$ cat src/rtl/mmcm_drp_pkg.sv
// Shared types and constants for the pixel-clock MMCM DRP reprogramming controller.
package mmcm_drp_pkg;

  localparam int NUM_MODES = 4;
  localparam int NUM_REGS  = 10;
  localparam int MODE_W    = $clog2(NUM_MODES);
  localparam int IDX_W     = $clog2(NUM_REGS);

  typedef enum logic [3:0] {
    S_IDLE,
    S_ASSERT_RST,
    S_RD,
    S_RD_WAIT,
    S_WR,
    S_WR_WAIT,
    S_NEXT,
    S_RELEASE,
    S_LOCK_WAIT
  } state_e;

  typedef struct packed {
    logic [6:0]  addr;
    logic [15:0] mask;
    logic [15:0] data;
  } drp_entry_t;

  // A set mask bit preserves the bit read back from the MMCM.
  function automatic logic [15:0] rmwMerge(input logic [15:0] readData, input drp_entry_t entry);
    return (readData & entry.mask) | entry.data;
  endfunction

endpackage

$ cat src/rtl/mmcm_cfg_rom.sv
// Per-mode MMCM register table: (mode, index) -> DRP address, keep-mask and new field data.
module mmcm_cfg_rom
  import mmcm_drp_pkg::*;
(
  input  logic [MODE_W-1:0] mode_i,
  input  logic [IDX_W-1:0]  index_i,
  output drp_entry_t        entry_o
);

  logic [NUM_MODES-1:0][15:0] dataRow;

  // Each row lists field data as {mode3, mode2, mode1, mode0}.
  always_comb begin
    entry_o = '0;
    dataRow = '0;
    case (index_i)
      4'd0: begin entry_o.addr = 7'h28; entry_o.mask = 16'h0000; dataRow = {16'hFFFF, 16'hFFFF, 16'hFFFF, 16'hFFFF}; end
      4'd1: begin entry_o.addr = 7'h08; entry_o.mask = 16'h1000; dataRow = {16'h0145, 16'h0104, 16'h0186, 16'h0A28}; end
      4'd2: begin entry_o.addr = 7'h09; entry_o.mask = 16'hFC00; dataRow = {16'h0000, 16'h0040, 16'h0000, 16'h0080}; end
      4'd3: begin entry_o.addr = 7'h14; entry_o.mask = 16'h1000; dataRow = {16'h0618, 16'h0410, 16'h0514, 16'h0596}; end
      4'd4: begin entry_o.addr = 7'h15; entry_o.mask = 16'hFC00; dataRow = {16'h0080, 16'h0000, 16'h0000, 16'h0080}; end
      4'd5: begin entry_o.addr = 7'h16; entry_o.mask = 16'hC000; dataRow = {16'h0083, 16'h1041, 16'h1041, 16'h1041}; end
      4'd6: begin entry_o.addr = 7'h18; entry_o.mask = 16'hFC00; dataRow = {16'h00FA, 16'h0271, 16'h01E8, 16'h00FA}; end
      4'd7: begin entry_o.addr = 7'h19; entry_o.mask = 16'h8000; dataRow = {16'h7C01, 16'h7C01, 16'h7C01, 16'h7C01}; end
      4'd8: begin entry_o.addr = 7'h1A; entry_o.mask = 16'h8000; dataRow = {16'h7DE9, 16'h7FE9, 16'h7DE9, 16'h0145}; end
      4'd9: begin entry_o.addr = 7'h4E; entry_o.mask = 16'h66FF; dataRow = {16'h9100, 16'h0900, 16'h1900, 16'h9900}; end
      default: begin entry_o.addr = 7'h00; entry_o.mask = 16'hFFFF; dataRow = '0; end
    endcase
    entry_o.data = dataRow[mode_i];
  end

endmodule

$ cat src/rtl/mmcm_drp_ctrl.sv
// Pixel-clock MMCM reprogrammer: holds the MMCM in reset, read-modify-writes every table
// register over DRP, releases reset and waits for a synchronised LOCKED.
module mmcm_drp_ctrl
  import mmcm_drp_pkg::*;
#(
  parameter int DEFAULT_MODE = 0,
  parameter int DRP_TIMEOUT  = 64,
  parameter int LOCK_TIMEOUT = 65535
) (
  input  logic        sysclk_i,
  input  logic        rst_ni,
  input  logic [1:0]  mode_sel_i,
  input  logic        mode_req_i,
  output logic        busy_o,
  output logic        done_o,
  output logic        err_o,
  output logic [1:0]  cur_mode_o,
  output logic [6:0]  daddr_o,
  output logic [15:0] di_o,
  output logic        den_o,
  output logic        dwe_o,
  input  logic [15:0] do_i,
  input  logic        drdy_i,
  input  logic        locked_i,
  output logic        mmcm_rst_o
);

  localparam int DRP_CW  = $clog2(DRP_TIMEOUT);
  localparam int LOCK_CW = $clog2(LOCK_TIMEOUT);
  localparam logic [DRP_CW-1:0]  DRP_LAST  = DRP_CW'(DRP_TIMEOUT - 1);
  localparam logic [LOCK_CW-1:0] LOCK_LAST = LOCK_CW'(LOCK_TIMEOUT - 1);
  localparam logic [IDX_W-1:0]   LAST_IDX  = IDX_W'(NUM_REGS - 1);

  state_e              state_q, state_d;
  logic [MODE_W-1:0]   mode_q, mode_d;
  logic [IDX_W-1:0]    index_q, index_d;
  logic [15:0]         di_q, di_d;
  logic                busy_q, busy_d;
  logic                done_q, done_d;
  logic                err_q, err_d;
  logic [MODE_W-1:0]   curMode_q, curMode_d;
  logic                mmcmRst_q, mmcmRst_d;
  logic [DRP_CW-1:0]   drpCnt_q, drpCnt_d;
  logic [LOCK_CW-1:0]  lockCnt_q, lockCnt_d;
  logic [1:0]          lockSync_q;
  drp_entry_t          romEntry;

  mmcm_cfg_rom u_rom (
    .mode_i  (mode_q),
    .index_i (index_q),
    .entry_o (romEntry)
  );

  // Reset lands in ASSERT_RST with the default mode latched, which is the boot load.
  always_ff @(posedge sysclk_i or negedge rst_ni) begin
    if (!rst_ni) begin
      state_q    <= S_ASSERT_RST;
      mode_q     <= MODE_W'(DEFAULT_MODE);
      index_q    <= '0;
      di_q       <= '0;
      busy_q     <= 1'b1;
      done_q     <= 1'b0;
      err_q      <= 1'b0;
      curMode_q  <= '0;
      mmcmRst_q  <= 1'b1;
      drpCnt_q   <= '0;
      lockCnt_q  <= '0;
      lockSync_q <= '0;
    end else begin
      state_q    <= state_d;
      mode_q     <= mode_d;
      index_q    <= index_d;
      di_q       <= di_d;
      busy_q     <= busy_d;
      done_q     <= done_d;
      err_q      <= err_d;
      curMode_q  <= curMode_d;
      mmcmRst_q  <= mmcmRst_d;
      drpCnt_q   <= drpCnt_d;
      lockCnt_q  <= lockCnt_d;
      lockSync_q <= {lockSync_q[0], locked_i};
    end
  end

  always_comb begin
    state_d   = state_q;
    mode_d    = mode_q;
    index_d   = index_q;
    di_d      = di_q;
    busy_d    = busy_q;
    done_d    = 1'b0;
    err_d     = err_q;
    curMode_d = curMode_q;
    mmcmRst_d = mmcmRst_q;
    drpCnt_d  = drpCnt_q;
    lockCnt_d = lockCnt_q;

    case (state_q)
      S_IDLE: begin
        if (mode_req_i) begin
          mode_d    = mode_sel_i;
          err_d     = 1'b0;
          busy_d    = 1'b1;
          mmcmRst_d = 1'b1;
          state_d   = S_ASSERT_RST;
        end
      end
      S_ASSERT_RST: begin
        mmcmRst_d = 1'b1;
        index_d   = '0;
        state_d   = S_RD;
      end
      S_RD: begin
        drpCnt_d = '0;
        state_d  = S_RD_WAIT;
      end
      S_RD_WAIT: begin
        if (drdy_i) begin
          di_d    = rmwMerge(do_i, romEntry);
          state_d = S_WR;
        end else if (drpCnt_q == DRP_LAST) begin
          err_d   = 1'b1;
          busy_d  = 1'b0;
          state_d = S_IDLE;
        end else begin
          drpCnt_d = drpCnt_q + 1'b1;
        end
      end
      S_WR: begin
        drpCnt_d = '0;
        state_d  = S_WR_WAIT;
      end
      S_WR_WAIT: begin
        if (drdy_i) begin
          state_d = S_NEXT;
        end else if (drpCnt_q == DRP_LAST) begin
          err_d   = 1'b1;
          busy_d  = 1'b0;
          state_d = S_IDLE;
        end else begin
          drpCnt_d = drpCnt_q + 1'b1;
        end
      end
      S_NEXT: begin
        if (index_q == LAST_IDX) begin
          mmcmRst_d = 1'b0;
          state_d   = S_RELEASE;
        end else begin
          index_d = index_q + 1'b1;
          state_d = S_RD;
        end
      end
      S_RELEASE: begin
        lockCnt_d = '0;
        state_d   = S_LOCK_WAIT;
      end
      S_LOCK_WAIT: begin
        if (lockSync_q[1]) begin
          curMode_d = mode_q;
          done_d    = 1'b1;
          busy_d    = 1'b0;
          state_d   = S_IDLE;
        end else if (lockCnt_q == LOCK_LAST) begin
          err_d   = 1'b1;
          busy_d  = 1'b0;
          state_d = S_IDLE;
        end else begin
          lockCnt_d = lockCnt_q + 1'b1;
        end
      end
      default: state_d = S_IDLE;
    endcase
  end

  assign den_o      = (state_q == S_RD) || (state_q == S_WR);
  assign dwe_o      = (state_q == S_WR);
  assign daddr_o    = den_o ? romEntry.addr : 7'h00;
  assign di_o       = di_q;
  assign busy_o     = busy_q;
  assign done_o     = done_q;
  assign err_o      = err_q;
  assign cur_mode_o = curMode_q;
  assign mmcm_rst_o = mmcmRst_q;

endmodule

$ cat config.mk
export PLATFORM = sky130hd
export DESIGN_NAME = mmcm_drp_ctrl
export DESIGN_NICKNAME = d
export VERILOG_FILES = /design/src/rtl/mmcm_drp_pkg.sv /design/src/rtl/mmcm_cfg_rom.sv /design/src/rtl/mmcm_drp_ctrl.sv
export SDC_FILE = /design/constraint.sdc
export NUM_CORES = 1
export LEC_CHECK = 0
export ABC_AREA = 0
export BUFFER_PORTS_ARGS = -buffer_cell sky130_fd_sc_hd__buf_2
export CORE_ASPECT_RATIO = 0.7
export CORE_MARGIN = 2
export CORE_UTILIZATION = 40
export CTS_BUF_LIST = sky130_fd_sc_hd__clkbuf_8
export CTS_CLUSTER_SIZE = 20
export DETAILED_ROUTE_END_ITERATION = 7
export HOLD_SLACK_MARGIN = 0.05
export SETUP_SLACK_MARGIN = 0.5
export SYNTH_ARGS = -nofsm -noshare
export SYNTH_HDL_FRONTEND = slang
export SYNTH_SLANG_ARGS = --single-unit
$ cat constraint.sdc
create_clock -name sysclk_i -period 3.1 [get_ports sysclk_i]
set_input_delay 0.62 -clock sysclk_i [delete_from_list [all_inputs] [get_ports sysclk_i]]
set_output_delay 0.62 -clock sysclk_i [all_outputs]
set_load 0.005 [all_outputs]
==> results of run 1 <==
[how the worst max path moves through the flow]
stage / endpoint / slack (ns)
after detailed placement: daddr_o[4] / 0.69
after global routing: daddr_o[4] / 0.49
after floorplan: daddr_o[4] / 0.84
final: daddr_o[4] / 0.57
after global placement: daddr_o[4] / 0.78
after CTS: daddr_o[2] / 0.51
[cell usage after synthesis (all sizes together), types with 4 or more instances]
master / n
a211oi: 8
a21oi: 30
a221oi: 4
a22o: 5
a22oi: 5
a31oi: 12
and2: 4
and3: 5
buf: 5
clkbuf: 23
dfrtp: 53
ha: 12
inv: 14
mux2: 5
nand2: 36
nand3: 16
nand4: 8
nor2: 47
nor2b: 4
nor3: 8
o211ai: 5
o21ai: 24
or2: 6
xnor2: 6
xor2: 12
[final cells by class]
class	count	area share
flip-flops and latches	56	0.3510
clock buffers	5	0.01716
multi-input cells	306	0.4895
repair buffers	62	0.08300
well taps	120	0.03744
clock inverters	3	0.006864
inverters	14	0.01498
[routing by layer]
metal | up-vias | part of all wire
li1 | 1543 | -
met1 | 1489 | 0.54
met2 | 139 | 0.37
met3 | 12 | 0.078
met4 | 0 | 0.012
met5 | - | 0
[cells by family (layout without fill, tap and decap cells)]
group	after synthesis	in the layout	share of synthesized area
compound gates	116	116	0.2186
mux	6	6	0.01887
buf+inv	42	84	0.04806
flops	56	56	0.3998
xor+xnor	18	18	0.04486
fa+ha+maj	12	12	0.04272
simple gates	154	154	0.2271
[state kept, by name, indices dropped and copies added (netlist names), 2 cells and up]
register    cells
lockSync_q      2
drpCnt_q        6
mode_q          2
state_q         4
lockCnt_q      16
index_q         4
di_o           16
cur_mode_o      2
[per-stage QoR]
step,setup slack (ns),power (mW),std cells,instance area (um^2),utilization
final,0.5668,3.408,566,4010,0.4730
after global routing,0.4882,3.656,566,4010,0.4730
after CTS,0.5061,3.369,566,3994,0.4711
after detailed placement,0.6893,2.892,558,3881,0.4578
after global placement,0.7757,2.890,558,3881,0.4578
after floorplan,0.8450,2.353,404,3515,-
[timing repair]
action,in CTS,in global routing
endpoints found under the setup margin,2,5
pin swaps,0,0
resized for setup,4,6
hold buffers,0,0
[power by group]
part | switching, mW | internal [mW]
logic | 1.01 | 0.736
registers | 0.280 | 0.929
clock network | 0.282 | 0.167
[critical path, delay by kind of cell, from the launching register on]
kind	cells	cell delay, ns
compound gates	1	0.23
flops	1	0.51
simple gates	2	0.33
buf+inv	2	0.32
fa+ha+maj	1	0.20
==> flow_summary.json, run 1 <==
{
  "gr-usage-met3": 0.04599,
  "timing.hold.ws_ns": 0.2171,
  "fin_skew_ns": 0.01278,
  "worstPathCellList": "inv_2 > ha_4 > nor2b_2 > nor2_1 > a211oi_1 > buf_2",
  "grt_max_degree": 40,
  "postSynthCellCount": 404,
  "die_w_um": 116.0,
  "core_mm2": 0.008478,
  "cts.clk_slew.worst_paths_ns": 0.12,
  "fmaxAchievable_mhz": 394.8,
  "clockRootBuffer": "clkbuf_8",
  "fin_crit_ns": 2.533,
  "met1_usage": 0.3472,
  "diodes": 0,
  "clock_path_buffers": 2,
  "htree_levels": 2,
  "yosys_warnings": 0,
  "clock-sinks": 56,
  "ys_top_cells_by_area": "dfrtp_1 38%, nor2_1 4.7%, a21oi_1 4.3%, ha_1 4.3%, nand2_1 3.8%",
  "start_util": 0.4146,
  "die-height_um": 82.43,
  "r2r-end": "di_o[9]",
  "mostFrequentLayoutCells": "53 x buf_2, 51 x dfrtp_1, 44 x nor2_1",
  "fin_tns_setup_ns": 0,
  "reg2reg_setup_slack_ns": 0.82,
  "r2r-start": "index_q[0]",
  "synth_cell_type_count": 62,
  "gp_congestion": 0.9374,
  "ys.flop_type": "dfrtp_1",
  "antenna_found_initial": 0,
  "slowest_stage": "dfrtp_2",
  "grt.overflow.total": 0,
  "first_pass_iters": 5,
  "grt_pass1_wl_um": 15640,
  "io_buffers": 53,
  "die_area_mm2": 0.009564,
  "ios": 54,
  "rsz0062_at_grt": "yes",
  "synth_top_area_frac": 0.3774,
  "areaGrowthSynthToFinish_pct": 14.10,
  "yosysTopAreaCell": "dfrtp_1",
  "clock_latency_ns": 0.33,
  "cp.required_ns": 2.48,
  "grt_pass1_vias": 2925,
  "max_stage_delay_ns": 0.51,
  "vias": 3183,
  "crit_arrival_ns": 1.91,
  "pwr_density_cell_mw_per_mm2": 850.0,
  "hold_class": "primary input to async pin",
  "wl_per_cell_um": 17.04,
  "syn-num-nets": 439,
  "syn_area_mm2": 0.003515,
  "regArea_mm2": 0.001408,
  "post-route-drc-count": 0,
  "relSlewSlack": 0.4247,
  "finalWirelength_um": 9645,
  "viasPerCell": 5.624,
  "drt_first_iter_violations": 218,
  "ys_seq_elements": 56,
  "avgSynthCellArea_um2": 8.700,
  "cap_violations": 0,
  "cts_buffers": 5,
  "ys_seq_area_frac": 0.3998,
  "fillers": 860,
  "multiInputGateArea_mm2": 0.001963,
  "finalSetupViolCount": 0,
  "worstMarginPinSlew_ns": 0.8630,
  "critPathCaptureType": "output pin",
  "r2r_cells": 7,
  "groute.usage.overall": 0.2124,
  "antenna_left": 0,
  "path_class": "register to output pin",
  "hpwl_um": 6916,
  "busiest_layer": "met1",
  "cp_max_fo": 9,
  "finalHoldViolations": 0,
  "slew_violations": 0,
  "final_common_cell": "buf_2",
  "synth-edff-count": 0,
  "synth-async-reset-ratio": 1.000,
  "total_leakage_power_nw": 1.725,
  "max-vdd-ir-drop_uv": 455.5,
  "drive_gt1_frac": 0.2309,
  "post-route-period-util": 0.8172,
  "crit_start": "index_q[0]",
  "cts_setup_buffers": 0,
  "use_met2": 0.2749,
  "status": "finished, final reports clean",
  "cts_tree": "built",
  "row_count": 28,
  "nets": 480,
  "start_kind": "register"
}
Power figures use the tool's default switching activity.
==> inputs of run 2 (changes only) <==
clock period = 2 ns   (was 3.1 ns; I/O delays follow)
==> run 2 against run 1 <==
The run now ends with setup timing left. Die area unchanged. Core utilization increased by 18 points. Register-to-register slack got worse by 0.84 ns. Clock power increased by 81%. Worst setup slack got worse by 0.64 ns. Non-clock buffer count grew 90. Sequential power rose by 42%. Combinational power grew to 3.1 times the previous value. Global-route usage up 3.6 points. Critical endpoint is now daddr_o[0].
==> flow_summary.json, run 2 (synthesis results as in run 1) <==
{
  "relSlewSlack": 0.6618,
  "mostFrequentLayoutCells": "63 x buf_4, 52 x buf_2, 48 x dfrtp_1",
  "grt_max_degree": 29,
  "crit_arrival_ns": 1.68,
  "r2r-end": "lockCnt_q[5]",
  "whs_path_depth": 1,
  "finalSetupViolCount": 14,
  "antenna_found_initial": 0,
  "post-route-drc-count": 0,
  "met1_usage": 0.3651,
  "pwr_density_cell_mw_per_mm2": 1420,
  "ios": 54,
  "power_mw": 7.898,
  "vias": 3640,
  "grt.overflow.total": 0,
  "total_leakage_power_nw": 2.350,
  "hold_class": "primary input to register",
  "diodes": 0,
  "max_stage_delay_ns": 0.43,
  "max-vdd-ir-drop_uv": 835.2,
  "grt_pass1_wl_um": 17990,
  "violations": "setup timing",
  "nets": 572,
  "fmaxAchievable_mhz": 481.8,
  "status": "finished, violations left",
  "slew_violations": 0,
  "gp_congestion": 0.9567,
  "hpwl_um": 7297,
  "slowest_stage": "dfrtp_1",
  "wl_per_cell_um": 17.65,
  "clock_path_buffers": 2,
  "first_pass_iters": 5,
  "finalHoldViolations": 0,
  "worstPathCellList": "xnor2_2 > or3_4 > buf_6 > nor3_2 > buf_2",
  "r2r-start": "state_q[1]",
  "worstMarginPinSlew_ns": 0.5073,
  "dpl_cell_area_mm2": 0.004228,
  "hp-start": "locked_i",
  "clock-sinks": 56,
  "start_util": 0.4146,
  "viasPerCell": 5.532,
  "cts.clk_slew.worst_paths_ns": 0.11,
  "die_w_um": 116.0,
  "groute.usage.overall": 0.2480,
  "finalWirelength_um": 11620,
  "design_area_mm2": 0.005564,
  "reg2reg_setup_slack_ns": -0.02,
  "cap_violations": 0,
  "final_common_cell": "buf_4",
  "rsz0062_at_grt": "yes",
  "fin_crit_ns": 2.076,
  "post-route-period-util": 1.038,
  "crit_buf_inv": 2,
  "hold-path-endpoint": "lockSync_q[0]",
  "drive_gt1_frac": 0.5539,
  "io_buffers": 53,
  "path_class": "register to output pin",
  "cts_tree": "built",
  "fin_skew_ns": 0.002920,
  "die_area_mm2": 0.009564,
  "cts_buffers": 5,
  "clockRootBuffer": "clkbuf_8",
  "drt_first_iter_violations": 243,
  "clock_latency_ns": 0.31,
  "critPathCaptureType": "output pin",
  "htree_levels": 2,
  "start_kind": "register",
  "worst_slack_ns": -0.07554,
  "cp.required_ns": 1.60,
  "cp_max_fo": 4,
  "core_mm2": 0.008478,
  "grt_pass1_vias": 3423,
  "r2r_cells": 9,
  "use_met2": 0.3556,
  "die-height_um": 82.43,
  "areaGrowthSynthToFinish_pct": 58.31,
  "busiest_layer": "met1",
  "antenna_left": 0,
  "gr-usage-met3": 0.07445,
  "cp_top_family": "simple AND/OR/NAND/NOR gates",
  "row_count": 28
}
run 2: cell count changes in the layout (fill, tap and decap cells not counted), sizes merged:
cell,change
buf,+89
clkinvlp,-3
bufinv,+1
clkbuf,+1
dlygate4sd3,+1
inv,+1
o21bai,+1
or4,+1
run 2: how the worst max path moves through the flow:
stage	startpoint	to	cells past startpoint
final	state_q[2]	daddr_o[0]	5
after global routing	state_q[2]	daddr_o[2]	4
after CTS	state_q[1]	daddr_o[0]	5
after detailed placement	state_q[1]	lockCnt_q[6]	5
after global placement	lockCnt_q[1]	lockCnt_q[3]	6
after floorplan	index_q[1]	di_o[9]	8
run 2: routing by layer:
metal  share of wire  wire length, um  vias to the layer above
met5               0                0                        -
met4           0.017              193                        0
met3           0.088             1025                       22
li1                -                -                     1742
met1            0.47             5496                     1736
met2            0.42             4900                      140
run 2: what timing repair did:
item,in CTS,in global routing
setup endpoints to repair,56,59
hold buffers,1,0
pin swaps,40,45
endpoints found under the hold margin,12,0
resized for setup,103,57
gates cloned,4,0
buffers inserted,44,22
run 2: where the power goes:
part           internal (mW)  switching, mW  total, mW  leakage (nW)
registers               1.44          0.280       1.72         0.695
logic                   2.69           2.67       5.36          1.59
clock network          0.411          0.402      0.813        0.0614
total                   4.54           3.36       7.90          2.35
run 2: worst register-to-register path: stages (launching register included):
cell	delay [ns]
dfrtp_1	0.42
buf_4	0.16
or4b_4	0.52
buf_4	0.16
nor4_4	0.11
buf_4	0.19
buf_4	0.12
nand3_2	0.05
xor2_1	0.13
nor2_1	0.05
run 2: per-stage QoR:
step           instances  utilization  setup slack (ns)  hold WS (ns)  setup TNS [ns]
4_1_cts              636       0.6088          -0.08206        0.1740         -0.3546
3_3_place_gp         579       0.4987            0.1152        0.3331               0
3_5_place_dp         579       0.4987           0.06101        0.3435               0
6_report             658       0.6563          -0.07554        0.1880         -0.3861
5_1_grt              658       0.6563           -0.1534        0.1691          -1.453
2_1_floorplan        404            -            0.2034        0.1044               0
run 2: layout make-up:
type                            instances  area, um^2
Sequential cell                        56        1411
Tap cell                              120       150.1
Multi-Input combinational cell        308        2594
Fill cell                             695        2914
Inverter                               14       67.56
Clock inverter                          2       38.79
Timing Repair Buffer                  152        1220
Clock buffer                            6       82.58
==> inputs of run 3 (changes only) <==
clock period = 2.4 ns   (was 2 ns; I/O delays follow)
==> run 3 against run 2 <==
The flow now finishes without violations. Clock-buffer cell count decreased by 1. Die area unchanged. Sequential share of layout area increased by 5.4 points. Global-route usage decreased by 3.3 points. First-iteration DRC count decreased by 7.4%. Routed wire length decreased by 14%. Non-clock buffer count decreased by 45. Final cell count decreased by 7.1%. Via count decreased by 6.9%. Clock skew increased by 0.0019 ns. Highest routed layer unchanged. Register-to-register slack improved by 0.38 ns. Critical path type unchanged. Sequential cell count unchanged.
==> flow_summary.json, run 3 (synthesis results as in run 1) <==
{
  "hold_class": "primary input to async pin",
  "die_area_mm2": 0.009564,
  "final_cells": 611,
  "io_buffers": 53,
  "mostFrequentLayoutCells": "53 x buf_2, 47 x dfrtp_1, 46 x buf_4",
  "slew_violations": 0,
  "cap_violations": 0,
  "crit_arrival_ns": 1.67,
  "post-route-period-util": 0.8955,
  "status": "finished, final reports clean",
  "fmaxAchievable_mhz": 465.3,
  "grt_pass1_vias": 3117,
  "power_frac_seq": 0.294,
  "clock-sinks": 56,
  "core_mm2": 0.008478,
  "grt.overflow.total": 0,
  "pwr-share-clk": 0.104,
  "vias": 3388,
  "final_util": 0.5422,
  "cts.clk_slew.worst_paths_ns": 0.10,
  "start_util": 0.4146,
  "grt_max_degree": 34,
  "antenna_found_initial": 0,
  "cts_buffers": 5,
  "areaGrowthSynthToFinish_pct": 30.79,
  "rsz0062_at_grt": "yes",
  "worstMarginPinSlew_ns": 0.6586,
  "combPwrFrac": 0.602,
  "groute.usage.overall": 0.2149,
  "die-height_um": 82.43,
  "hpwl_um": 6832,
  "clockRootBuffer": "clkbuf_8",
  "dpl.cell_count": 564,
  "fin_skew_ns": 0.004860,
  "cp_max_fo": 13,
  "power_mw": 5.114,
  "drive_gt1_frac": 0.3870,
  "place_ws_ns": 0.3210,
  "total_leakage_power_nw": 1.989,
  "drt_first_iter_violations": 225,
  "start_kind": "register",
  "finalHoldViolations": 0,
  "max-vdd-ir-drop_uv": 467.4,
  "grt_pass1_wl_um": 15900,
  "htree_levels": 2,
  "wl_per_cell_um": 16.41,
  "first_pass_iters": 5,
  "fin_crit_ns": 2.149,
  "multiInputGateArea_mm2": 0.002180,
  "gp_congestion": 0.9083,
  "clock_path_buffers": 2,
  "diodes": 0,
  "ios": 54,
  "finalSetupViolCount": 0,
  "worst_slack_ns": 0.2509,
  "cts_tree": "built",
  "p_switching_mw": 2.246,
  "finalWirelength_um": 10020,
  "die_w_um": 116.0,
  "final_common_cell": "buf_2",
  "fin_tns_setup_ns": 0,
  "nets": 525,
  "critPathCaptureType": "output pin",
  "pwr_density_cell_mw_per_mm2": 1112,
  "relSlewSlack": 0.5609,
  "path_class": "register to output pin",
  "fillers": 799,
  "internal_power_mw": 2.867,
  "reg2reg_setup_slack_ns": 0.36,
  "antenna_left": 0,
  "cp.required_ns": 1.92,
  "switching_share": 0.4392,
  "post-route-drc-count": 0,
  "clock_latency_ns": 0.32,
  "regArea_mm2": 0.001416,
  "row_count": 28,
  "viasPerCell": 5.545
}
-- run 3: timing repair --
item	4_1_cts	5_1_grt
pin swaps	11	23
endpoints found under the hold margin	0	0
setup buffers	13	26
endpoints found under the setup margin	41	44
gates resized for setup	22	50
hold buffers	0	0
-- run 3: metal layers --
metal  GRT usage  routed length, um  up-vias
li1            -                  -     1626
met1      0.3232               4992     1626
met2      0.3058               4134      121
met3     0.05401                742       15
met4     0.05714                155        0
met5           0                  0        -
-- run 3: final timing paths --
path / startpoint / end / cells past startpoint
max: state_q[0] / daddr_o[2] / 3
min: rst_ni / index_q[1] / 1
max reg2reg: state_q[0] / lockCnt_q[15] / 7
min reg2reg: lockSync_q[0] / lockSync_q[1] / 0
max in group asynchronous: rst_ni / busy_o / 2
min in group sysclk_i: locked_i / lockSync_q[0] / 1
-- run 3: cell type report --
class                      count  area share
sequential                    56      0.3081
tap                          120     0.03266
clock inverter                 3    0.004083
timing repair buffer         107      0.1530
multi-input combinational    306      0.4741
inverter                      14     0.01306
clock buffer                   5     0.01497
-- run 3: power by group through the flow --
stage	Combinational (mW)	Clock, mW	Sequential (mW)
after floorplan	1.70	0	1.39
after global placement	2.30	0	1.50
after detailed placement	2.31	0	1.52
after CTS	2.53	0.556	1.50
after global routing	3.37	0.588	1.55
final	3.08	0.532	1.50
-- run 3: stage by stage --
| step | instance area (um^2) | hold slack (ns) |
|---|---|---|
| 2_1_floorplan | 3545 | 0.1844 |
| 3_5_place_dp | 3964 | 0.3347 |
| 5_1_grt | 4597 | 0.1835 |
| 6_report | 4597 | 0.1464 |
| 4_1_cts | 4247 | 0.1603 |
| 3_3_place_gp | 3964 | 0.3359 |
-- run 3: critical path, stage by stage, from the launching register on --
cell and delay (ns):
dfstp_4 0.55, or3_4 0.47, a221oi_2 0.19, buf_2 0.15
